File: config.mk
export PLATFORM = sky130hd
export DESIGN_NAME = chacha20_stream_ctrl
export DESIGN_NICKNAME = d
export VERILOG_FILES = /design/src/rtl/chacha20_stream_ctrl.sv
export SDC_FILE = /design/constraint.sdc
export NUM_CORES = 1
export LEC_CHECK = 0
export ABC_CLOCK_PERIOD_IN_PS = 6000
export BUFFER_PORTS_ARGS = -buffer_cell sky130_fd_sc_hd__clkbuf_2
export CAP_MARGIN = 10
export CELL_PAD_IN_SITES_DETAIL_PLACEMENT = 1
export CELL_PAD_IN_SITES_GLOBAL_PLACEMENT = 2
export CORE_AREA = 2 2 279 281
export CTS_BUF_LIST = sky130_fd_sc_hd__clkbuf_16
export DETAILED_ROUTE_END_ITERATION = 10
export DIE_AREA = 0 0 281 283
export PLACE_DENSITY_LB_ADDON = 0.1
export SLEW_MARGIN = 20
export SYNTH_ARGS = -nofsm -noshare
export SYNTH_HDL_FRONTEND = slang
export SYNTH_SLANG_ARGS = --single-unit
File: constraint.sdc
create_clock -name i_aclk -period 6 [get_ports i_aclk]
set_clock_uncertainty 0.05 [all_clocks]
set_input_delay 0.9 -clock i_aclk [delete_from_list [all_inputs] [get_ports i_aclk]]
set_output_delay 0.9 -clock i_aclk [all_outputs]
set_load 0.05 [all_outputs]
File: src/rtl/chacha20_stream_ctrl.sv
// ChaCha20 stream controller: requests keystream blocks from the core, buffers them
// and XORs them word by word onto an AXI-stream of plaintext.
module chacha20_stream_ctrl (
   input  logic          i_aclk,
   input  logic          i_aresetn,
   input  logic          i_enable,
   input  logic          i_cfg_load,
   input  logic [31:0]   i_cfg_counter,
   output logic          o_core_start,
   output logic [31:0]   o_core_counter,
   input  logic [511:0]  i_core_keystream,
   input  logic          i_core_keystream_valid,
   input  logic [31:0]   i_s_tdata,
   input  logic          i_s_tvalid,
   input  logic          i_s_tlast,
   output logic          o_s_tready,
   output logic [31:0]   o_m_tdata,
   output logic          o_m_tvalid,
   output logic          o_m_tlast,
   input  logic          i_m_tready,
   output logic          o_busy,
   output logic          o_err_wrap
);

   typedef enum logic [1:0] {IDLE, REQ, WAIT, STREAM} state_t;

   state_t              state, state_nxt;
   logic [15:0][31:0]   ks_buf;
   logic [3:0]          widx;
   logic [31:0]         counter;
   logic                in_hs, out_hs, blk_done;

   assign o_s_tready     = (state == STREAM) && (!o_m_tvalid || i_m_tready);
   assign in_hs          = o_s_tready && i_s_tvalid;
   assign out_hs         = o_m_tvalid && i_m_tready;
   assign blk_done       = in_hs && (i_s_tlast || (widx == 4'd15));
   assign o_core_start   = (state == REQ);
   assign o_busy         = (state != IDLE);
   assign o_core_counter = counter;

   always_comb begin
      state_nxt = state;
      case (state)
         IDLE:    if (i_enable && i_s_tvalid) state_nxt = REQ;
         REQ:     state_nxt = WAIT;
         WAIT:    if (i_core_keystream_valid) state_nxt = STREAM;
         STREAM: begin
            if (in_hs && i_s_tlast)          state_nxt = IDLE;
            else if (in_hs && widx == 4'd15) state_nxt = REQ;
         end
         default: state_nxt = IDLE;
      endcase
   end

   always_ff @(posedge i_aclk or negedge i_aresetn) begin
      if (!i_aresetn) state <= IDLE;
      else            state <= state_nxt;
   end

   // Load and increment never collide: load is IDLE-only, increments happen in STREAM.
   always_ff @(posedge i_aclk or negedge i_aresetn) begin
      if (!i_aresetn) begin
         counter    <= '0;
         o_err_wrap <= 1'b0;
      end else if (state == IDLE && i_cfg_load) begin
         counter    <= i_cfg_counter;
         o_err_wrap <= 1'b0;
      end else if (blk_done) begin
         counter <= counter + 32'd1;
         if (counter == 32'hFFFF_FFFF) o_err_wrap <= 1'b1;
      end
   end

   always_ff @(posedge i_aclk or negedge i_aresetn) begin
      if (!i_aresetn) begin
         ks_buf <= '0;
         widx   <= '0;
      end else if (state == WAIT && i_core_keystream_valid) begin
         ks_buf <= i_core_keystream;
         widx   <= '0;
      end else if (in_hs) begin
         widx <= widx + 4'd1;
      end
   end

   // Output register reloads on every input handshake, so tready can stay high at full rate.
   always_ff @(posedge i_aclk or negedge i_aresetn) begin
      if (!i_aresetn) begin
         o_m_tdata  <= '0;
         o_m_tvalid <= 1'b0;
         o_m_tlast  <= 1'b0;
      end else if (in_hs) begin
         o_m_tdata  <= i_s_tdata ^ ks_buf[widx];
         o_m_tlast  <= i_s_tlast;
         o_m_tvalid <= 1'b1;
      end else if (out_hs) begin
         o_m_tvalid <= 1'b0;
      end
   end

endmodule

== Word-level counts from Yosys, hierarchy flattened ==
Cells that the tools add are included.
Operators by class
  reductions and logical operators: 20
  add/subtract/negate cells: 2
  muxes and demuxes: 16
  magnitude comparators: 1
  equal/unequal tests: 8
  bitwise gates (word level): 1
Operators with widths (number)
  32-bit binary-select mux with 4-bit select: 1
  32-bit two-way mux: 3
  32-bit by 1-bit adder with 32-bit output, second input constant: 1
  32-bit == test, second input constant: 1
  32-bit XOR: 1
  2-bit nonzero test: 5
  1-bit logical AND: 9
  2-bit two-way mux: 4
  4-bit two-way mux: 2
  2-bit case mux with 4 select lines: 1
  4-bit by 5-bit less-than comparator with 1-bit output, second input constant: 1
  1-bit two-way mux: 5
  4-bit by 1-bit adder with 4-bit output, second input constant: 1
  2-bit == test, second input constant: 2
  4-bit == test, second input constant: 1
  2-bit != test, second input constant: 2
  3-bit by 1-bit != test with 1-bit output, second input constant: 1
  3-bit AND reduction: 1
  2-bit by 1-bit == test with 1-bit output, second input constant: 1
  2-bit logical NOT: 1
  1-bit logical OR: 2
  2-bit AND reduction: 1
  1-bit logical NOT: 1
Storage, ports and cells
  input bits: 584
  logic and storage cells: 71
  output and inout bits: 70
  register bits after elaboration: 585

== Longest topological paths before layout ==
Gate-level depths: netlist of the first run.
  depth in word-level cells: 8
  gate-level depth with buffers: 8
  mapped depth without buffers: 6

== Worst setup path before layout of the first run ==
OpenSTA, ideal clock, no wires.
  path type: input to output
  start: input i_m_tready
  end: output o_s_tready
  path buffers: 0
  data required time: 5050 ps
  arrival: 1623 ps
  setup slack: 3427 ps
  stages: 2
  cells stage by stage: nor2b_1 > nor2_1
On the way
  cells in the longest elaborated chain, start to end: 2
Ends and longest elaborated chain
  from (decl): line 20  | input logic i_m_tready,
  1-bit logical OR: line 33  | assign o_s_tready = (state == STREAM) && (!o_m_tvalid || i_m_tready);
  1-bit logical AND: line 33
  to (decl): line 16  | output logic o_s_tready,
No other way between the ends.

== Final worst setup path of the first run ==
  start: register widx[1]
  end: register o_m_tdata[19]
On the way
  cells in the longest elaborated chain, start to end: 3
Ends and longest elaborated chain
  from (decl): line 29  | logic [3:0] widx;
  from (signal assigned): line 82  | widx <= widx + 4'd1;
  32-bit binary-select mux with 4-bit select: line 93  | o_m_tdata <= i_s_tdata ^ ks_buf[widx];
  32-bit two-way mux (not written as such): line 93
  32-bit XOR: line 93
  to (signal assigned): line 93
  to (decl): line 17  | output logic [31:0] o_m_tdata,
No other way between the ends. The select of a mux whose other input is x is not followed.
A chain may end at the register's enable or synchronous reset.

==> reports/metrics.cfg, run 1 <==
[drt]
drt_pass1_iterations = 4
vias = 17750
wl_per_cell_um = 26.85
viasPerCell = 5.082
drc = 0
dr_wl_met2_mm = 44.25
ant_nets = 0
m1WireLength_mm = 38.95
drt_iter0_drc = 849
drt_wl_total_mm = 93.80
wl_met3_mm = 8.456
dr.max_layer_used = met5

[power]
power_density_mw_per_mm2 = 546.0
finalPower_mw = 18.06
leakagePower_nw = 14.44
ir_worst_vdd_uv = 242.4

[clock_tree]
cts_hold_buf = 0
numCtsBuffers = 71
cts_tree = done
clk_pin_slew_ps = 60
post_cts_buffers = 0
insertion_delay_ps = 610
clock_sinks = 585
h-tree-depth = 3
cts_resized = 0
cts_root_buffer = clkbuf_16
cts_max_path_buffers = 3

[timing]
period_minus_slack_ps = 3476
final_max_slew_viol_count = 0
tns_ps = 0
fin_hold_ws_ps = 247.2
layout_setup_ws_ps = 2524
period_share_pct = 57.93
setup_violations = 0
rsz0062_at_grt = no
fmax_mhz = 287.7
tightest_slew_ps = 1140
hold_viol = 0
slew_headroom_pct = 23.98

[hold_path]
hold_path.class = in -> async

[layout]
multi_input_area_mm2 = 0.01129
layoutNonFillerInstCount = 3493
design_area_mm2 = 0.03308
fin_util_pct = 43.13
drive_gt1_share_pct = 56.34
fillers = 7916
fin_nets = 2969
synthToLayoutAreaGrowth_pct = 24.79
seqCellArea_mm2 = 0.01465

[die]
die_area_mm2 = 0.07952
die_w_um = 281
ioPinCount = 654
initial_core_util_pct = 34.56
die_h_um = 283
rows = 102
core_mm2 = 0.07670

[logic_synthesis]
synth_fp_nets = 2348
yosysMostFrequentCell = dfrtp_1
ys_top_cells_by_count = dfrtp_1, mux2_2, mux4_2, a21oi_1, mux2_1
yosysUniqueCellTypes = 42
synth_top_area_share_pct = 55.22
synth_edf_count = 0
syn_inst = 1757
yosysSeqAreaShare_pct = 55.22
synth_ff_type = dfrtp_1
synthTopCellsByArea = dfrtp_1, mux2_2, mux4_2
ys_ff_latch = 585
avgSynthCellArea_um2 = 15.09
ys_warn_count = 0
synth_top_area_cell = dfrtp_1
synthArstFlopShare_pct = 100.0
syn_area_mm2 = 0.02651

[worst_setup_path]
worstPathMaxFanout = 40
cp-start-kind = flip-flop
end_kind = flip-flop
critPathRequiredTime_ps = 6400
path_class = reg -> reg
cp.arrival_ps = 3880

[global_routing]
gr-total-overflow = 0
grt_max_degree = 149
grt_pass1_vias = 19616
track_usage_pct = 23.74
antenna_found_initial = 70
grt_pass1_wl_mm = 137.3

[placement]
dp_cells = 3345
gp_congestion = 0.8264
place_ws_ps = 2508
placed_cell_area_mm2 = 0.03076
dpl.hpwl_mm = 69.66
port_buffers = 653

[flow_run]
max-cap-violations = 0

[outcome]
status = finished, final reports clean

## area by class of cell
type,count,area share (%)
tap,1040,3.934
multi-input combinational,1040,34.12
clock buffer,72,5.447
inverter,9,0.1021
antenna,25,0.1891
sequential,585,44.29
clock inverter,51,1.369
timing repair buffer,671,10.55
## power by group
group | internal [mW] | switching (mW) | total, mW
clock network | 2.48 | 1.74 | 4.23
logic | 3.28 | 3.27 | 6.55
registers | 5.96 | 1.32 | 7.29
total | 11.7 | 6.34 | 18.1
## cells in the final DEF (no fill, tap or decap), types with 3 or more instances in the layout
cell / count
mux2_1: 64
bufinv_16: 7
dfrtp_4: 3
clkinv_1: 11
nor3_2: 3
o21ai_1: 33
xor2_1: 6
clkbuf_16: 72
clkinv_8: 3
nor4_1: 3
mux2i_1: 33
clkbuf_2: 652
diode_2: 25
and4_1: 3
and3_1: 6
buf_4: 12
ha_1: 7
nor2_1: 42
nor4_4: 6
xnor2_1: 58
nor4_2: 6
buf_12: 6
nand3_1: 10
mux2_2: 449
nand4_1: 6
nand2_1: 54
mux4_2: 128
nor3_1: 3
clkinv_2: 8
dfrtp_1: 581
a21oi_1: 66
o22ai_1: 33
inv_1: 27
## flip-flops by register name, indices dropped and copies added, names as in the netlist
signal and flops:
ks_buf 512, o_core_counter 32, o_err_wrap 1, o_m_tdata 32, o_m_tlast 1, o_m_tvalid 1, state 2, widx 4
## critical path, cell delays in order (launching register included)
cell and delay [ps]:
dfrtp_4 990, buf_4 770, mux4_2 600, o22ai_1 420
a21oi_1 100, xnor2_1 180, o21ai_1 70
## path summary, 6_finish.rpt
| path | startpoint | cells after the start | slack [ps] | endpoint |
|---|---|---|---|---|
| worst max-delay path | widx[1]$_DFFE_PN0P_ | 6 | 2520 | o_m_tdata[19]$_DFFE_PN0P_ |
| worst min-delay path | i_aresetn | 1 | 250 | o_core_counter[26]$_DFFE_PN0P_ |
| worst max register to register | widx[1]$_DFFE_PN0P_ | 6 | 2520 | o_m_tdata[19]$_DFFE_PN0P_ |
| worst min register to register | ks_buf[236]$_DFFE_PN0P_ | 1 | 430 | ks_buf[236]$_DFFE_PN0P_ |
| max in group asynchronous | i_aresetn | 2 | 4090 | ks_buf[121]$_DFFE_PN0P_ |
| min in group i_aclk | ks_buf[236]$_DFFE_PN0P_ | 1 | 430 | ks_buf[236]$_DFFE_PN0P_ |
## logic make-up (layout without fill, tap and decap cells)
logic type	count (synthesis)	in the layout	synth area share [%]
DFF	585	585	55.22
buffers and inverters	132	803	2.289
adders and majority gates	7	7	0.3304
and+or+nand+nor	157	157	3.304
muxes	674	674	33.91
other	0	25	0
AOI/OAI and AO/OA	138	138	2.827
xor gates and xnor gates	64	64	2.115
## layer usage
metal / up-vias / track usage (%)
met5: - / 0
met4: 76 / 5.816
met3: 174 / 9.763
met2: 469 / 37.20
met1: 9268 / 30.47
li1: 7763 / -
Power figures use the tool's default switching activity.
==> run 2, diff against run 1 <==
- ABC_AREA: default -> 1
- ABC_CLOCK_PERIOD_IN_PS: 6000 -> 2800
- CORE_AREA: 2 2 279 281 -> 2 2 332 334
- DIE_AREA: 0 0 281 283 -> 0 0 334 336
- clock period: 6 -> 2.8 ns (I/O delays scaled with it)
==> reports/metrics.cfg, run 2 <==
[global_routing]
grt_pass1_vias = 32293  ; +65%
antenna_found_initial = 17  ; -76%
gr-total-overflow = 0  ; unchanged
track_usage_pct = 23.59  ; -0.15 points
grt_max_degree = 119  ; -20%
grt_pass1_wl_mm = 201.1  ; +46%

[power]
p_clk_share_pct = 22.0  ; -1.4 points
seqPwrFrac_pct = 32.4  ; -8.0 points
power_density_mw_per_mm2 = 1033  ; +89%
leakagePower_nw = 21.26  ; +47%
switchingPower_mw = 19.08  ; +200%
power_frac_comb_pct = 45.6  ; +9.4 points
intPower_mw = 24.14  ; +110%
p_sw_share_pct = 44.15  ; +9.1 points
ir_worst_vdd_uv = 646.0  ; +170%

[die]
die_w_um = 334  ; +19%
ioPinCount = 654  ; unchanged
die_area_mm2 = 0.1122  ; +41%
core_mm2 = 0.1084  ; +41%
die_h_um = 336  ; +19%
initial_core_util_pct = 26.88  ; -7.7 points
rows = 121  ; +19%

[logic_synthesis]
syn_area_mm2 = 0.02914  ; +9.9%
ys_ff_latch = 585  ; unchanged
yosysMostFrequentCell = nand2_1
ys_warn_count = 0  ; unchanged
synth_top_area_share_pct = 50.24  ; -5.0 points
synthTopCellsByArea = dfrtp_1, nand2_1, o21ai_0
synthArstFlopShare_pct = 100.0  ; unchanged
ys_top_cells_by_count = nand2_1, inv_1, dfrtp_1, o21ai_0, nand3_1
yosysUniqueCellTypes = 30  ; -29%
syn_inst = 3970  ; +130%
avgSynthCellArea_um2 = 7.339  ; -51%
yosysSeqAreaShare_pct = 50.24  ; -5.0 points
synth_fp_nets = 4561  ; +94%
synth_edf_count = 0  ; unchanged
synth_ff_type = dfrtp_1
synth_top_area_cell = dfrtp_1

[clock_tree]
clock_sinks = 585  ; unchanged
insertion_delay_ps = 650  ; +40 ps
cts_tree = done
post_cts_buffers = 0  ; unchanged
h-tree-depth = 3  ; unchanged
numCtsBuffers = 75  ; +5.6%
cts_root_buffer = clkbuf_16
cts_max_path_buffers = 3  ; unchanged
clk_pin_slew_ps = 60  ; about the same

[layout]
largest_register = ks_buf
layoutNonFillerInstCount = 6564  ; +88%
layout_commonest_cell = nand2_1
fin_util_pct = 38.60  ; -4.5 points
fin_nets = 5670  ; +91%
largest_reg_flops = 512  ; unchanged
drive_gt1_share_pct = 16.89  ; -39 points
synthToLayoutAreaGrowth_pct = 43.60
mostFrequentLayoutCells = nand2_1, clkbuf_2, inv_1

[timing]
tns_ps = 0  ; unchanged
final_max_slew_viol_count = 0  ; unchanged
slew_headroom_pct = 43.21  ; +19 points
fmax_mhz = 444.8  ; +55%
fin_hold_ws_ps = 22.13  ; -225.1 ps
rsz0062_at_grt = no
hold_viol = 0  ; unchanged
tightest_slew_ps = 851.9  ; -288.3 ps
period_minus_slack_ps = 2248  ; -1227 ps
setup_violations = 0  ; unchanged
period_share_pct = 80.29  ; +22 points
layout_setup_ws_ps = 551.8  ; -1973 ps

[worst_setup_path]
path_buf_inv = 1  ; unchanged
path_depth = 9  ; +3
rrSetupSlack_ps = 550  ; -1970 ps
cp.arrival_ps = 2710  ; -1170 ps
rr_worst_depth = 9  ; +3
cp_cell_sequence = ha_1, nand3_1, nor2_1, nor2_2, nand2_1, inv_2, nor2_1, nand2_1, o21ai_0
r2r_start = widx[0]$_DFFE_PN0P_
cp_top_family = simple AND/OR/NAND/NOR gates
critPathLaunch = widx[0]$_DFFE_PN0P_
critPathCapture = o_core_counter[13]$_DFFE_PN0P_
rr_endpoint = o_core_counter[13]$_DFFE_PN0P_
worstPathMaxFanout = 39  ; -2.5%
slowest_stage = dfrtp_4
end_kind = flip-flop
critPathRequiredTime_ps = 3260  ; -3140 ps
path_class = reg -> reg
cp-start-kind = flip-flop
slowest_delay_ps = 540  ; -450 ps

[drt]
wl_per_cell_um = 20.20  ; -25%
viasPerCell = 4.536  ; -11%
drt_wl_total_mm = 132.6  ; +41%
ant_nets = 0  ; unchanged
drt_pass1_iterations = 7  ; +3
drt_iter0_drc = 1499  ; +77%
drc = 0  ; unchanged
vias = 29776  ; +68%

[flow_run]
max-cap-violations = 0  ; unchanged

[placement]
gp_congestion = 0.8146  ; -1.4%
port_buffers = 653  ; unchanged
place_ws_ps = 526.6  ; -1981 ps
dpl.hpwl_mm = 93.07  ; +34%
dp_cells = 5898  ; +76%

[outcome]
status = finished, final reports clean

[hold_path]
hold_path.class = in -> reg

-- run 2: cell types whose count changed after synthesis, sizes merged, moves of 47 or more --
cell,before,now
mux4,128,0
buf,70,140
nand3,11,533
o21ai,34,535
clkbuf,53,100
nand2,55,1327
nor2,42,89
xnor2,58,1
mux2,513,0
inv,9,594
a21oi,66,12
-- run 2: cell families after synthesis --
kind of cell | synth area share, %
buffers and inverters | 11.55
adders and majority gates | 0.3006
xor gates and xnor gates | 0.2104
AOI/OAI and AO/OA | 9.765
DFF | 50.24
and+or+nand+nor | 27.93
-- run 2: area by class of cell --
type	instances	area, µm²
fill	13287	66560
clock buffer	78	1952
sequential	585	14650
inverter	595	2256
antenna	12	30.03
multi-input combinational	2550	11140
clock inverter	58	396.6
timing repair buffer	1272	9647
tap	1414	1769
-- run 2: worst min path at each step --
stage                     cells past startpoint                  start                      end  slack, ps
final                                         3  i_core_keystream[318]  ks_buf[318]$_DFFE_PN0P_         20
after global routing                          3  i_core_keystream[355]  ks_buf[355]$_DFFE_PN0P_         20
after CTS                                     3  i_core_keystream[208]  ks_buf[208]$_DFFE_PN0P_        0.2
after detailed placement                      1              i_aresetn  ks_buf[373]$_DFFE_PN0P_        320
after global placement                        1              i_aresetn  ks_buf[373]$_DFFE_PN0P_        330
after floorplan                               0              i_aresetn    ks_buf[0]$_DFFE_PN0P_         70
-- run 2: metrics by stage --
stage | total power, mW | area, µm²
final | 43.22 | 41840
after global routing | 47.10 | 41830
after CTS | 44.06 | 41810
after detailed placement | 33.61 | 34280
after global placement | 33.28 | 34280
after floorplan | 26.67 | 29140
-- run 2: power by group through the flow --
stage               Clock [mW]  Sequential (mW)  Combinational, mW
finish                    9.50             14.0               19.7
global route              10.1             14.5               22.5
CTS                       9.83             14.0               20.2
detailed placement           0             14.2               19.4
global placement             0             14.0               19.2
floorplan                    0             15.1               11.6
-- run 2: tightest hold or removal path, cell delays in order --
cell,delay [ps]
clkbuf_2,130
nand2_1,60
o21ai_0,60
-- run 2: per-layer routing --
layer / GRT usage (%) / wire (µm) / share of wire, %
met2: 41.45 / 65970 / 50
met5: 0 / 38 / 0.029
met3: 3.080 / 5014 / 3.8
met4: 5.789 / 2552 / 1.9
met1: 30.62 / 59010 / 45
-- run 2: timing repair --
action                    4_1_cts  5_1_grt
hold buffers                  518        0
gates resized for setup         0        0
hold endpoints to repair      551        0
==> run 3, diff against run 2 <==
- ABC_CLOCK_PERIOD_IN_PS: 2800 -> 2100
- CORE_AREA: 2 2 332 334 -> 2 2 315 317
- DIE_AREA: 0 0 334 336 -> 0 0 317 319
- clock period: 2.8 -> 2.1 ns (I/O delays scaled with it)
==> reports/metrics.cfg, run 3 (same netlist as run 2, synthesis figures left out) <==
[power]
intPower_mw = 32.52  ; +35%
ir_worst_vdd_uv = 832.7  ; +29%
switchingPower_mw = 25.32  ; +33%
power_frac_comb_pct = 47.3  ; +1.7 points
power_density_mw_per_mm2 = 1355  ; +31%
p_clk_share_pct = 20.2  ; -1.8 points
p_sw_share_pct = 43.78  ; -0.37 points
leakagePower_nw = 21.67  ; +1.9%
finalPower_mw = 57.84  ; +34%
seqPwrFrac_pct = 32.4  ; about the same

[timing]
period_minus_slack_ps = 2023
setup_violations = 0  ; unchanged
final_max_slew_viol_count = 0  ; unchanged
fmax_mhz = 494.4
period_share_pct = 96.32
tightest_slew_ps = 647.9  ; -204.0 ps
slew_headroom_pct = 56.81  ; +14 points
layout_setup_ws_ps = 77.18  ; -474.6 ps
hold_viol = 0  ; unchanged

[global_routing]
grt_pass1_vias = 32231  ; -0.19%
gr-total-overflow = 0  ; unchanged
grt_pass1_wl_mm = 195.8  ; -2.6%
antenna_found_initial = 26  ; +9
grt_max_degree = 92  ; -23%
track_usage_pct = 25.58  ; +2.0 points

[worst_setup_path]
critPathRequiredTime_ps = 1740  ; -1520 ps
critPathCapture = o_s_tready
critPathLaunch = state[1]$_DFFE_PN0P_
end_kind = output port
rrSetupSlack_ps = 150  ; -400 ps
worstPathMaxFanout = 4  ; -90%
path_class = reg -> out
cp-start-kind = flip-flop
rr_endpoint = o_m_tdata[22]$_DFFE_PN0P_
cp.arrival_ps = 1660  ; -1050 ps
rr_worst_depth = 8  ; -1
r2r_start = widx[1]$_DFFE_PN0P_

[placement]
dpl.hpwl_mm = 91.51  ; -1.7%
gp_congestion = 0.8586  ; +5.4%
port_buffers = 653  ; unchanged
place_ws_ps = 80.78  ; -445.8 ps
placed_cell_area_mm2 = 0.03462  ; +1.0%

[drt]
vias = 30359  ; +2.0%
drt_wl_total_mm = 130.6  ; -1.5%
drt_pass1_iterations = 5  ; -2
ant_nets = 0  ; unchanged
drc = 0  ; unchanged
drt_iter0_drc = 1710  ; +14%
viasPerCell = 4.659  ; +2.7%
wl_per_cell_um = 20.04  ; -0.76%

[clock_tree]
clk_pin_slew_ps = 60  ; about the same
cts_max_path_buffers = 3  ; unchanged
cts_tree = done
cts_root_buffer = clkbuf_16
insertion_delay_ps = 630  ; -20 ps
h-tree-depth = 3  ; unchanged
numCtsBuffers = 73  ; -2.7%
clock_sinks = 585  ; unchanged

[layout]
fin_util_pct = 43.67  ; +5.1 points
drive_gt1_share_pct = 17.20  ; +0.30 points
largest_register = ks_buf
seqCellArea_mm2 = 0.01465  ; unchanged
multi_input_area_mm2 = 0.01116  ; +0.23%
fin_nets = 5756  ; +1.5%
layout_commonest_cell = nand2_1
fillers = 11942  ; -10%
mostFrequentLayoutCells = nand2_1, clkbuf_2, inv_1
synthToLayoutAreaGrowth_pct = 46.44
largest_reg_flops = 512  ; unchanged
design_area_mm2 = 0.04267  ; +2.0%

[die]
core_mm2 = 0.09770  ; -9.9%
initial_core_util_pct = 29.82  ; +2.9 points
die_w_um = 317  ; -5.1%
die_area_mm2 = 0.1011  ; -9.9%
rows = 115  ; -5.0%
ioPinCount = 654  ; unchanged
die_h_um = 319  ; -5.1%

[hold_path]
hold_path.class = in -> reg

[outcome]
status = finished, final reports clean

[flow_run]
max-cap-violations = 0  ; unchanged

## run 3: cell count changes in the layout (fill, tap and decap cells not counted), sizes merged
cell         before  now
dlygate4sd3     518  573
bufinv            4    1
clkinv           27   23
clkinvlp          3    0
diode            12   19
buf             102  134
inv             619  614
## run 3: metal layers
layer  global-route usage, %  part of all wire [%]  up-vias
met5                       0                 0.070        -
met2                   43.40                    49      701
met3                   3.772                   4.5      210
li1                        -                     -    14727
met1                   32.52                    43    14705
met4                   10.09                   3.6       16
## run 3: final cells by class
cell class / count / area share [%]
flip-flops and latches: 585 / 34.34
multi-input cells: 2550 / 26.17
repair buffers: 1360 / 25.33
inverters: 595 / 5.287
clock buffers: 77 / 4.516
well taps: 1287 / 3.774
clock inverters: 43 / 0.4780
diodes: 19 / 0.1114
## run 3: worst min path at each step
stage,from,endpoint,depth (start not counted)
finish,i_cfg_counter[11],o_core_counter[11]$_DFFE_PN0P_,5
global route,i_cfg_counter[11],o_core_counter[11]$_DFFE_PN0P_,5
CTS,i_s_tvalid,o_m_tvalid$_DFFE_PN0P_,3
detailed placement,i_aresetn,ks_buf[344]$_DFFE_PN0P_,1
global placement,i_aresetn,ks_buf[344]$_DFFE_PN0P_,1
floorplan,i_aresetn,ks_buf[0]$_DFFE_PN0P_,0
## run 3: repair_timing
action                                 CTS  global route
endpoints found under the hold margin  918             0
gates cloned                             0             2
hold buffers                           573             0
resized for setup                        4            13
setup endpoints to repair                2            33
buffers inserted                         0             4
pin swaps                                0             1
## run 3: stage by stage
stage                     cells  hold slack, ps  TNS [ps]
final                      6516           44.90         0
after global routing       6512           52.74    -31.97
after CTS                  6491           6.872         0
after detailed placement   5798           199.8         0
after global placement     5798           204.8         0
after floorplan            3970          -30.59         0
## run 3: power by group through the flow
stage / combinational (mW) / sequential (mW) / clock [mW]
floorplan: 15.4 / 20.1 / 0
global placement: 26.1 / 18.7 / 0
detailed placement: 26.5 / 18.9 / 0
CTS: 27.6 / 18.8 / 12.1
global route: 31.0 / 19.3 / 12.5
finish: 27.4 / 18.8 / 11.7
## run 3: worst max-delay path: stages (launching register included)
cell	delay, ps
dfrtp_1	430
ha_2	240
inv_1	70
nor2_1	130
buf_6	170
